[src/rtl/adder_8bit_serial_if.sv]
// Handshake bundle for the bit-serial adder: operand request and result response.
interface adder_8bit_serial_if #(
  parameter int WIDTH = 8
);
  logic             in_valid;
  logic             in_ready;
  logic [WIDTH-1:0] a;
  logic [WIDTH-1:0] b;
  logic             out_valid;
  logic             out_ready;
  logic [WIDTH-1:0] result;
  logic             carry_out;
  logic             overflow;
  logic             busy;

  // Requester side: drives operands and result acceptance.
  modport master (
    output in_valid, a, b, out_ready,
    input  in_ready, out_valid, result, carry_out, overflow, busy
  );

  // Adder side.
  modport slave (
    input  in_valid, a, b, out_ready,
    output in_ready, out_valid, result, carry_out, overflow, busy
  );
endinterface

[src/rtl/adder_8bit_serial.sv]
// Bit-serial two's-complement adder: one full-adder cell, LSB first,
// WIDTH cycles per operation, valid/ready on both sides.
module adder_8bit_serial #(
  parameter int WIDTH = 8
) (
  input  logic               clk,
  input  logic               rst_n,
  adder_8bit_serial_if.slave bus
);
  localparam int            CW   = $clog2(WIDTH);
  localparam logic [CW-1:0] LAST = CW'(WIDTH - 1);

  typedef enum logic [1:0] {IDLE, RUN, DONE} state_t;

  state_t           state, state_nxt;
  logic [CW-1:0]    cnt;
  logic [WIDTH-1:0] a_sh, b_sh, r_sh;
  logic             c, a_msb, b_msb;
  logic             s, c_nxt, last, accept;

  // Full-adder cell on the current LSBs plus running carry.
  always_comb begin
    s      = a_sh[0] ^ b_sh[0] ^ c;
    c_nxt  = (a_sh[0] & b_sh[0]) | (a_sh[0] & c) | (b_sh[0] & c);
    last   = (cnt == LAST);
    accept = bus.in_valid && (state == IDLE);
  end

  // State register; reset aborts any operation in flight.
  always_ff @(posedge clk) begin
    if (!rst_n) state <= IDLE;
    else        state <= state_nxt;
  end

  // Next-state and handshake outputs.
  always_comb begin
    state_nxt     = state;
    bus.in_ready  = 1'b0;
    bus.out_valid = 1'b0;
    bus.busy      = 1'b1;
    case (state)
      IDLE: begin
        bus.in_ready = 1'b1;
        bus.busy     = 1'b0;
        if (bus.in_valid) state_nxt = RUN;
      end
      RUN: begin
        if (last) state_nxt = DONE;
      end
      DONE: begin
        bus.out_valid = 1'b1;
        if (bus.out_ready) state_nxt = IDLE;
      end
      default: state_nxt = IDLE;
    endcase
  end

  // Serial datapath; visible result/flags only move on the final RUN cycle,
  // so the partial sum in r_sh never leaks out mid-operation.
  always_ff @(posedge clk) begin
    if (!rst_n) begin
      a_sh          <= '0;
      b_sh          <= '0;
      r_sh          <= '0;
      c             <= 1'b0;
      cnt           <= '0;
      a_msb         <= 1'b0;
      b_msb         <= 1'b0;
      bus.result    <= '0;
      bus.carry_out <= 1'b0;
      bus.overflow  <= 1'b0;
    end else if (accept) begin
      a_sh  <= bus.a;
      b_sh  <= bus.b;
      a_msb <= bus.a[WIDTH-1];
      b_msb <= bus.b[WIDTH-1];
      c     <= 1'b0;
      cnt   <= '0;
    end else if (state == RUN) begin
      a_sh <= a_sh >> 1;
      b_sh <= b_sh >> 1;
      r_sh <= {s, r_sh[WIDTH-1:1]};
      c    <= c_nxt;
      if (last) begin
        cnt           <= '0;
        bus.result    <= {s, r_sh[WIDTH-1:1]};
        bus.carry_out <= c_nxt;
        bus.overflow  <= (a_msb == b_msb) && (s != a_msb);
      end else begin
        cnt <= cnt + 1'b1;
      end
    end
  end
endmodule
[src/flat_wrapper.sv]
// flat-port wrapper written by rule: the top's interface ports become plain ports
module adder_8bit_serial_flat 
#(
  parameter int WIDTH = 8
)
  (clk, rst_n, bus_in_valid, bus_a, bus_b, bus_out_ready, bus_in_ready, bus_out_valid, bus_result, bus_carry_out, bus_overflow, bus_busy);
  adder_8bit_serial_if #(.WIDTH(WIDTH)) bus_i ();
  input  logic clk;
  input  logic rst_n;
  input wire logic [$bits(bus_i.in_valid)-1:0] bus_in_valid;
  input wire logic [$bits(bus_i.a)-1:0] bus_a;
  input wire logic [$bits(bus_i.b)-1:0] bus_b;
  input wire logic [$bits(bus_i.out_ready)-1:0] bus_out_ready;
  output wire logic [$bits(bus_i.in_ready)-1:0] bus_in_ready;
  output wire logic [$bits(bus_i.out_valid)-1:0] bus_out_valid;
  output wire logic [$bits(bus_i.result)-1:0] bus_result;
  output wire logic [$bits(bus_i.carry_out)-1:0] bus_carry_out;
  output wire logic [$bits(bus_i.overflow)-1:0] bus_overflow;
  output wire logic [$bits(bus_i.busy)-1:0] bus_busy;
  assign bus_i.in_valid = bus_in_valid;
  assign bus_i.a = bus_a;
  assign bus_i.b = bus_b;
  assign bus_i.out_ready = bus_out_ready;
  assign bus_in_ready = bus_i.in_ready;
  assign bus_out_valid = bus_i.out_valid;
  assign bus_result = bus_i.result;
  assign bus_carry_out = bus_i.carry_out;
  assign bus_overflow = bus_i.overflow;
  assign bus_busy = bus_i.busy;
  adder_8bit_serial #(.WIDTH(WIDTH)) u_core (.clk(clk), .rst_n(rst_n), .bus(bus_i));
endmodule
[config.mk]
export PLATFORM = sky130hd
export DESIGN_NAME = adder_8bit_serial_flat
export DESIGN_NICKNAME = d
export VERILOG_FILES = /design/src/rtl/adder_8bit_serial_if.sv /design/src/rtl/adder_8bit_serial.sv /design/src/flat_wrapper.sv
export SDC_FILE = /design/constraint.sdc
export NUM_CORES = 1
export LEC_CHECK = 0
export ABC_AREA = 1
export CELL_PAD_IN_SITES_DETAIL_PLACEMENT = 0
export CELL_PAD_IN_SITES_GLOBAL_PLACEMENT = 2
export CORE_MARGIN = 3
export CORE_UTILIZATION = 29
export DETAILED_ROUTE_END_ITERATION = 6
export PLACE_DENSITY_LB_ADDON = 0.3
export SLEW_MARGIN = 25
export SYNTH_ARGS = -nofsm -noshare
export SYNTH_HDL_FRONTEND = slang
export SYNTH_SLANG_ARGS = --single-unit
[constraint.sdc]
create_clock -name clk -period 1.55 [get_ports clk]
set_input_delay 0.155 -clock clk [delete_from_list [all_inputs] [get_ports clk]]
set_output_delay 0.155 -clock clk [all_outputs]
set_load 0.05 [all_outputs]
==> results of run 1 <==
layout by cell type (no fill, tap or decap):
| cell | count |
|---|---|
| nand2_1 | 64 |
| dfxtp_1 | 41 |
| nand3_1 | 39 |
| inv_1 | 24 |
| a21oi_1 | 24 |
| buf_4 | 23 |
| nor2_1 | 21 |
| clkdlybuf4s50_1 | 19 |
| o21ai_0 | 11 |
| clkbuf_8 | 5 |
| nor2_4 | 3 |
| a21oi_2 | 3 |
| buf_12 | 3 |
| nand3b_1 | 2 |
| ha_1 | 2 |
| clkinv_2 | 2 |
| inv_2 | 1 |
| clkinv_1 | 1 |
| nand2_4 | 1 |
| o21ai_4 | 1 |
| fa_1 | 1 |
| clkbuf_1 | 1 |
| buf_8 | 1 |
timing repair:
action,CTS,global route
buffers inserted,2,0
setup endpoints to repair,1,0
hold buffers,0,0
gates resized for setup,2,0
per-layer routing:
| layer | vias up | share of wire | GRT usage |
|---|---|---|---|
| met5 | - | 0 | 0 |
| met4 | 0 | 0.013 | 0.0425 |
| met3 | 6 | 0.040 | 0.0369 |
| met2 | 20 | 0.45 | 0.202 |
| met1 | 755 | 0.50 | 0.173 |
| li1 | 881 | - | - |
area by class of cell:
type	instances	area, µm²
flip-flops and latches	41	821
multi-input cells	172	837
clock buffers	6	72.6
inverters	26	97.6
fillers	639	3760
well taps	75	93.8
clock inverters	2	10.0
repair buffers	46	438
flip-flops by register name, indices dropped and copies added (netlist names):
signal,cells
u_core.a_sh,8
u_core.b_sh,8
u_core.bus.result,8
u_core.r_sh,7
u_core.cnt,3
u_core.state,2
u_core.a_msb,1
u_core.b_msb,1
u_core.bus.carry_out,1
u_core.bus.overflow,1
u_core.c,1
cell families (layout without fill, tap and decap cells):
| group | after synthesis | after routing | synth area share |
|---|---|---|---|
| simple gates | 130 | 130 | 0.303 |
| flops | 41 | 41 | 0.433 |
| buf+inv | 41 | 80 | 0.126 |
| compound gates | 39 | 39 | 0.115 |
| fa+ha+maj | 3 | 3 | 0.0237 |
per-stage QoR:
step | total power, mW | area, µm²
floorplan | 1.40 | 1900
global placement | 1.52 | 2260
detailed placement | 1.52 | 2260
CTS | 2.22 | 2370
global route | 2.30 | 2370
finish | 2.18 | 2370
power by group through the flow:
stage	registers, mW	clock network [mW]	logic (mW)
after floorplan	1.16	0	0.240
after CTS	1.15	0.713	0.362
after global placement	1.17	0	0.349
final	1.15	0.678	0.357
after detailed placement	1.17	0	0.349
after global routing	1.15	0.748	0.398
worst register-to-register path: cells and delay by family (launching register included):
family / cells / cell delay [ps]
buffers and inverters: 3 / 510
DFF: 1 / 360
and+or+nand+nor: 5 / 370
final timing paths:
path                    end  slack, ps  cells after the start
max                bus_busy         80                      5
min          u_core.a_sh[4]        470                      2
max reg2reg  u_core.a_sh[0]        190                      8
min reg2reg  u_core.a_sh[4]        470                      2
==> run summary, run 1 <==
====================================================================================
Total routed wirelength                                                      4.64 mm
Global router's overall resource usage                                         0.130
Deepest level of the CTS H-tree                                                    2
List of most frequent post-synthesis cells                              64 x nand2_1, 41 x dfxtp_1, 39 x nand3_1
Flip-flop and latch count after synthesis                                         41
Post-synthesis net count                                                         277
Post-layout nets                                                                 315
Share of flip-flops with an asynchronous set or reset                              0
Starting utilization of the core area                                          0.309
Average detailed-routed wire length per instance                             12.6 µm
Most frequently used cell type in the post-synthesis netlist                 nand2_1
Pin count of the biggest net entering global routing                              26
Number of antenna diodes                                                           0
First drt pass iteration count                                                     4
Crit-path slowest cell                                                       dfxtp_1
Number of cells in the finished layout apart from fillers                        368
Post-DR vias/cell                                                               4.52
Syn Inst Count                                                                   254
Global-route wire length before repair                                       7.65 mm
Worst clock skew                                                             3.84 ps
Clock-pin slew on the worst setup and hold paths                               80 ps
Final standard cell utilization of the core                                    0.387
Fraction of synthesized cell area taken by the top area cell type              0.433
Run status                                                              complete, no violations
Number of design rule violations left after detail routing                         0
Floorplan die width                                                          86.9 µm
Yosys warns                                                                        0
Min-delay worst type                                                    flop to flop
Placed cell count                                                                358
Max cap viols                                                                      0
Most used DFF post-synth                                                     dfxtp_1
Pins over their slew limit                                                         0
Total power divided by cell area                                          920 nW/µm²
Area overhead of the layout relative to synthesis                              24.9%
Row cnt                                                                           28
Relative slew margins                                                          0.723
Crit path launch                                                        u_core.state[0]
Number of CTS-inserted buffers                                                     5
Final number of setup-violating endpoints                                          0
Syn Std Cell Area                                                           1900 µm²
Die footprint                                                               7550 µm²
Die height                                                                   86.9 µm
Number of global-route vias before repair                                       1559
Worst Path Buf+Inv                                                                 4
Worst slew pin tran                                                           414 ps
Number of enable flip-flop cells after synthesis                                   0
Sink Count                                                                        41
Core area                                                                   6130 µm²
Synth top area cells                                                    dfxtp_1 43%, nand2_1 13%, nand3_1 10%
CP startpoint kind                                                              flop
Final worst hold slack                                                        466 ps
Max VDD drop                                                                  416 µV
Unrepaired setup endpoints after global routing                                false
Fin crit period                                                              1470 ps
Final-report hold violation count                                                  0
Final sum of negative setup slack                                               0 ps
Worst r2r src                                                           u_core.state[0]
Final worst path period share                                                  0.946
Buffer depth of the longest clock path                                             2
CTS root buf                                                                clkbuf_8
Share of total power in combinational logic                                    0.164
Pre-CTS setup slack                                                         -5.56 ps
DRC marker count from the first detailed-route iteration                         128
HPWL after detailed placement                                                3.17 mm
Library cells used by synthesis                                                   21
Input/output buffers                                                              32
Weighted congestion at the end of routability-driven global placement          0.727
Share of layout cells above drive strength 1                                   0.147
Nature of the critical path endpoint                                    primary output
Min setup slack post-route                                                   83.2 ps
Antenna violations before repair                                                   0
Post-synthesis cell type with the largest combined area                      dfxtp_1
Share of total power consumed by net switching                                 0.275
Clock insertion delay at the later pin of the skew report                     290 ps
Max Fanout on Critical Path                                                        9
Cell family with most CP delay                                          buffers and inverters
Launch point of the worst hold path                                     u_core.a_sh[4]
Portion of total power attributed to the clock network                         0.311
Total number of vias                                                            1662
CTS tree                                                                        done
Power dissipated by switching net loads                                     0.599 mW
Share of the yosys chip area belonging to registers                            0.433
Internal                                                                     1.58 mW
Crit path arrival time                                                       1310 ps
Number of I/O pins                                                                33
Critical Setup Path Class                                               flop to primary output
Share of power burned in registers                                             0.525
Delay of the slowest critical-path stage                                      330 ps
Final ANT Viol Nets                                                                0
Worst path required time                                                     1390 ps
Worst-path cell chain                                                   buf_4, nor2_4, buf_8, inv_1, buf_12
GRT overflow                                                                       0
Average cell area after synthesis                                           7.47 µm²
Max Fclk                                                                     682 MHz
Leak Pwr                                                                     1.05 nW
====================================================================================
Note: power is estimated with default switching activity, not from simulation.
==> run 2: changes to the inputs <==
--- a/config.mk
+++ b/config.mk
@@ -8,10 +8,11 @@
 export ABC_AREA = 1
 export CELL_PAD_IN_SITES_DETAIL_PLACEMENT = 0
 export CELL_PAD_IN_SITES_GLOBAL_PLACEMENT = 2
-export CORE_MARGIN = 3
+export CORE_MARGIN = 1
 export CORE_UTILIZATION = 29
 export DETAILED_ROUTE_END_ITERATION = 6
 export PLACE_DENSITY_LB_ADDON = 0.3
+export RECOVER_POWER = 25
 export SLEW_MARGIN = 25
 export SYNTH_ARGS = -nofsm -noshare
 export SYNTH_HDL_FRONTEND = slang
==> run summary, run 2 (synthesis gave the netlist of run 1 again) <==
====================================================================================
Run status                                                              complete, no violations
Final sum of negative setup slack                                               0 ps   unchanged
Number of design rule violations left after detail routing                         0   unchanged
Max Fanout on Critical Path                                                       13   +4
Clock insertion delay at the later pin of the skew report                     300 ps   about the same
Total routed wirelength                                                      4.52 mm   -2.6%
Worst slew pin tran                                                           609 ps   +195 ps
Average detailed-routed wire length per instance                             12.0 µm   -4.4%
Largest registers in the final layout                                   u_core.a_sh x8, u_core.b_sh x8, u_core.bus.result x8
Core area                                                                   6310 µm²   +3.0%
Weighted congestion at the end of routability-driven global placement          0.715   -1.7%
GR Util met1                                                                   0.161   -0.0123
Worst clock skew                                                             6.59 ps   +2.75 ps
Final ANT Viol Nets                                                                0   unchanged
Max VDD drop                                                                  463 µV   +11%
Die height                                                                   82.9 µm   -4.6%
Crit path arrival time                                                       1300 ps   about the same
Pin count of the biggest net entering global routing                              19   -27%
Antenna violations before repair                                                   0   unchanged
First drt pass iteration count                                                     4   unchanged
Max cap viols                                                                      0   unchanged
CTS tree                                                                        done
Commonest non-fill, non-tap cell in the layout                               nand2_1
Total number of vias                                                            1693   +1.9%
Layer carrying the most global-route usage                                      met2
Sink Count                                                                        41   unchanged
Floorplan die width                                                          82.9 µm   -4.6%
Worst reg2reg path endpoint                                             u_core.b_sh[7]
Total power divided by cell area                                          947 nW/µm²   +3.0%
DRC marker count from the first detailed-route iteration                          44   -66%
CTS root buf                                                                clkbuf_8
Number of antenna diodes                                                           0   unchanged
GRT overflow                                                                       0   unchanged
Met2 demand-to-capacity share in global routing                                0.263   +0.0615
Launch point of the worst hold path                                     u_core.bus.result[7]
Relative slew margins                                                          0.596   -0.127
CP startpoint kind                                                              flop
Worst reg2reg path depth                                                           6   -2
Pins over their slew limit                                                         0   unchanged
Crit path launch                                                        u_core.state[0]
Worst Setup EP                                                          bus_in_ready
Global-route wire length before repair                                       7.90 mm   +3.2%
Die footprint                                                               6870 µm²   -9.0%
Nature of the critical path endpoint                                    primary output
R2r setup slk                                                                 160 ps   -30 ps
Fin crit period                                                              1450 ps   -12.4 ps
Min-delay worst type                                                    flop to flop
Top library cells by usage in the layout, fill and taps aside           64 x nand2_1, 41 x dfxtp_1, 39 x nand3_1
Final worst path period share                                                  0.938   -0.00800
Starting utilization of the core area                                          0.300   -0.00895
Leak Pwr                                                                     1.03 nW   -1.7%
Input/output buffers                                                              32   unchanged
Final worst hold slack                                                        465 ps   -0.803 ps
Global routing met3 resource utilization                                      0.0408   +0.00386
Buffer depth of the longest clock path                                             2   unchanged
Number of I/O pins                                                                33   unchanged
Max Fclk                                                                     688 MHz   +0.85%
Row cnt                                                                           29   +3.6%
Unrepaired setup endpoints after global routing                                false
Worst r2r src                                                           u_core.state[0]
Deepest level of the CTS H-tree                                                    2   unchanged
Critical Setup Path Class                                               flop to primary output
HPWL after detailed placement                                                3.21 mm   +1.3%
Global router's overall resource usage                                         0.144   +0.0147
Number of CTS-inserted buffers                                                     5   unchanged
Share of layout cells above drive strength 1                                   0.131   -0.0159
Final number of setup-violating endpoints                                          0   unchanged
Area overhead of the layout relative to synthesis                              26.1%
Final standard cell utilization of the core                                    0.379   -0.00782
Post-DR vias/cell                                                               4.51   about the same
Number of global-route vias before repair                                       1689   +8.3%
Worst path required time                                                     1390 ps   about the same
Post-layout nets                                                                 320   +1.6%
Clock-pin slew on the worst setup and hold paths                               80 ps   about the same
Fill cell total of the finished layout                                           710   +11%
Final-report hold violation count                                                  0   unchanged
Cts hold-fix bufs                                                                  0   unchanged
====================================================================================
## run 2: where the power goes
group	internal (mW)	switching (mW)	total, mW
Combinational	0.170	0.198	0.369
Sequential	1.11	0.0358	1.15
Clock	0.361	0.389	0.751
Total	1.64	0.624	2.27
## run 2: timing repair
item,4_1_cts,5_1_grt
gates resized for setup,0,1
endpoints found under the setup margin,0,1
setup buffers,0,3
## run 2: worst max-delay path, stage by stage, from the launching register on
cell and delay, ps:
dfxtp_1 370, nor2_4 230, buf_4 250, buf_12 160
## run 2: cell type report
cell class | instances | area [µm²] | area share
Multi-Input combinational cell | 172 | 837 | 0.350
Tap cell | 77 | 96.3 | 0.0403
Sequential cell | 41 | 821 | 0.343
Clock buffer | 6 | 82.6 | 0.0345
Inverter | 26 | 101 | 0.0424
Timing Repair Buffer | 51 | 439 | 0.184
Clock inverter | 2 | 13.8 | 0.00576
## run 2: worst min path at each step
stage | cells past startpoint | slack [ps] | end
floorplan | 2 | 310 | u_core.a_msb
global placement | 2 | 450 | u_core.a_sh[2]
detailed placement | 2 | 460 | u_core.b_sh[5]
CTS | 2 | 470 | u_core.b_sh[5]
global route | 3 | 490 | u_core.a_sh[7]
finish | 2 | 460 | u_core.bus.result[7]
## run 2: per-layer routing
metal | wire length (µm) | up-vias
met3 | 156 | 5
met2 | 2270 | 20
li1 | - | 895
met1 | 2040 | 773
met5 | 0 | -
met4 | 48 | 0
## run 2: through the flow
step	power, mW	instance area [µm²]	setup WS, ps	cells
final	2.27	2390	95.6	375
after global routing	2.40	2390	11.3	375
after CTS	2.30	2410	55.6	372
after detailed placement	1.53	2310	116	364
after global placement	1.54	2310	121	364
after floorplan	1.40	1900	300	254
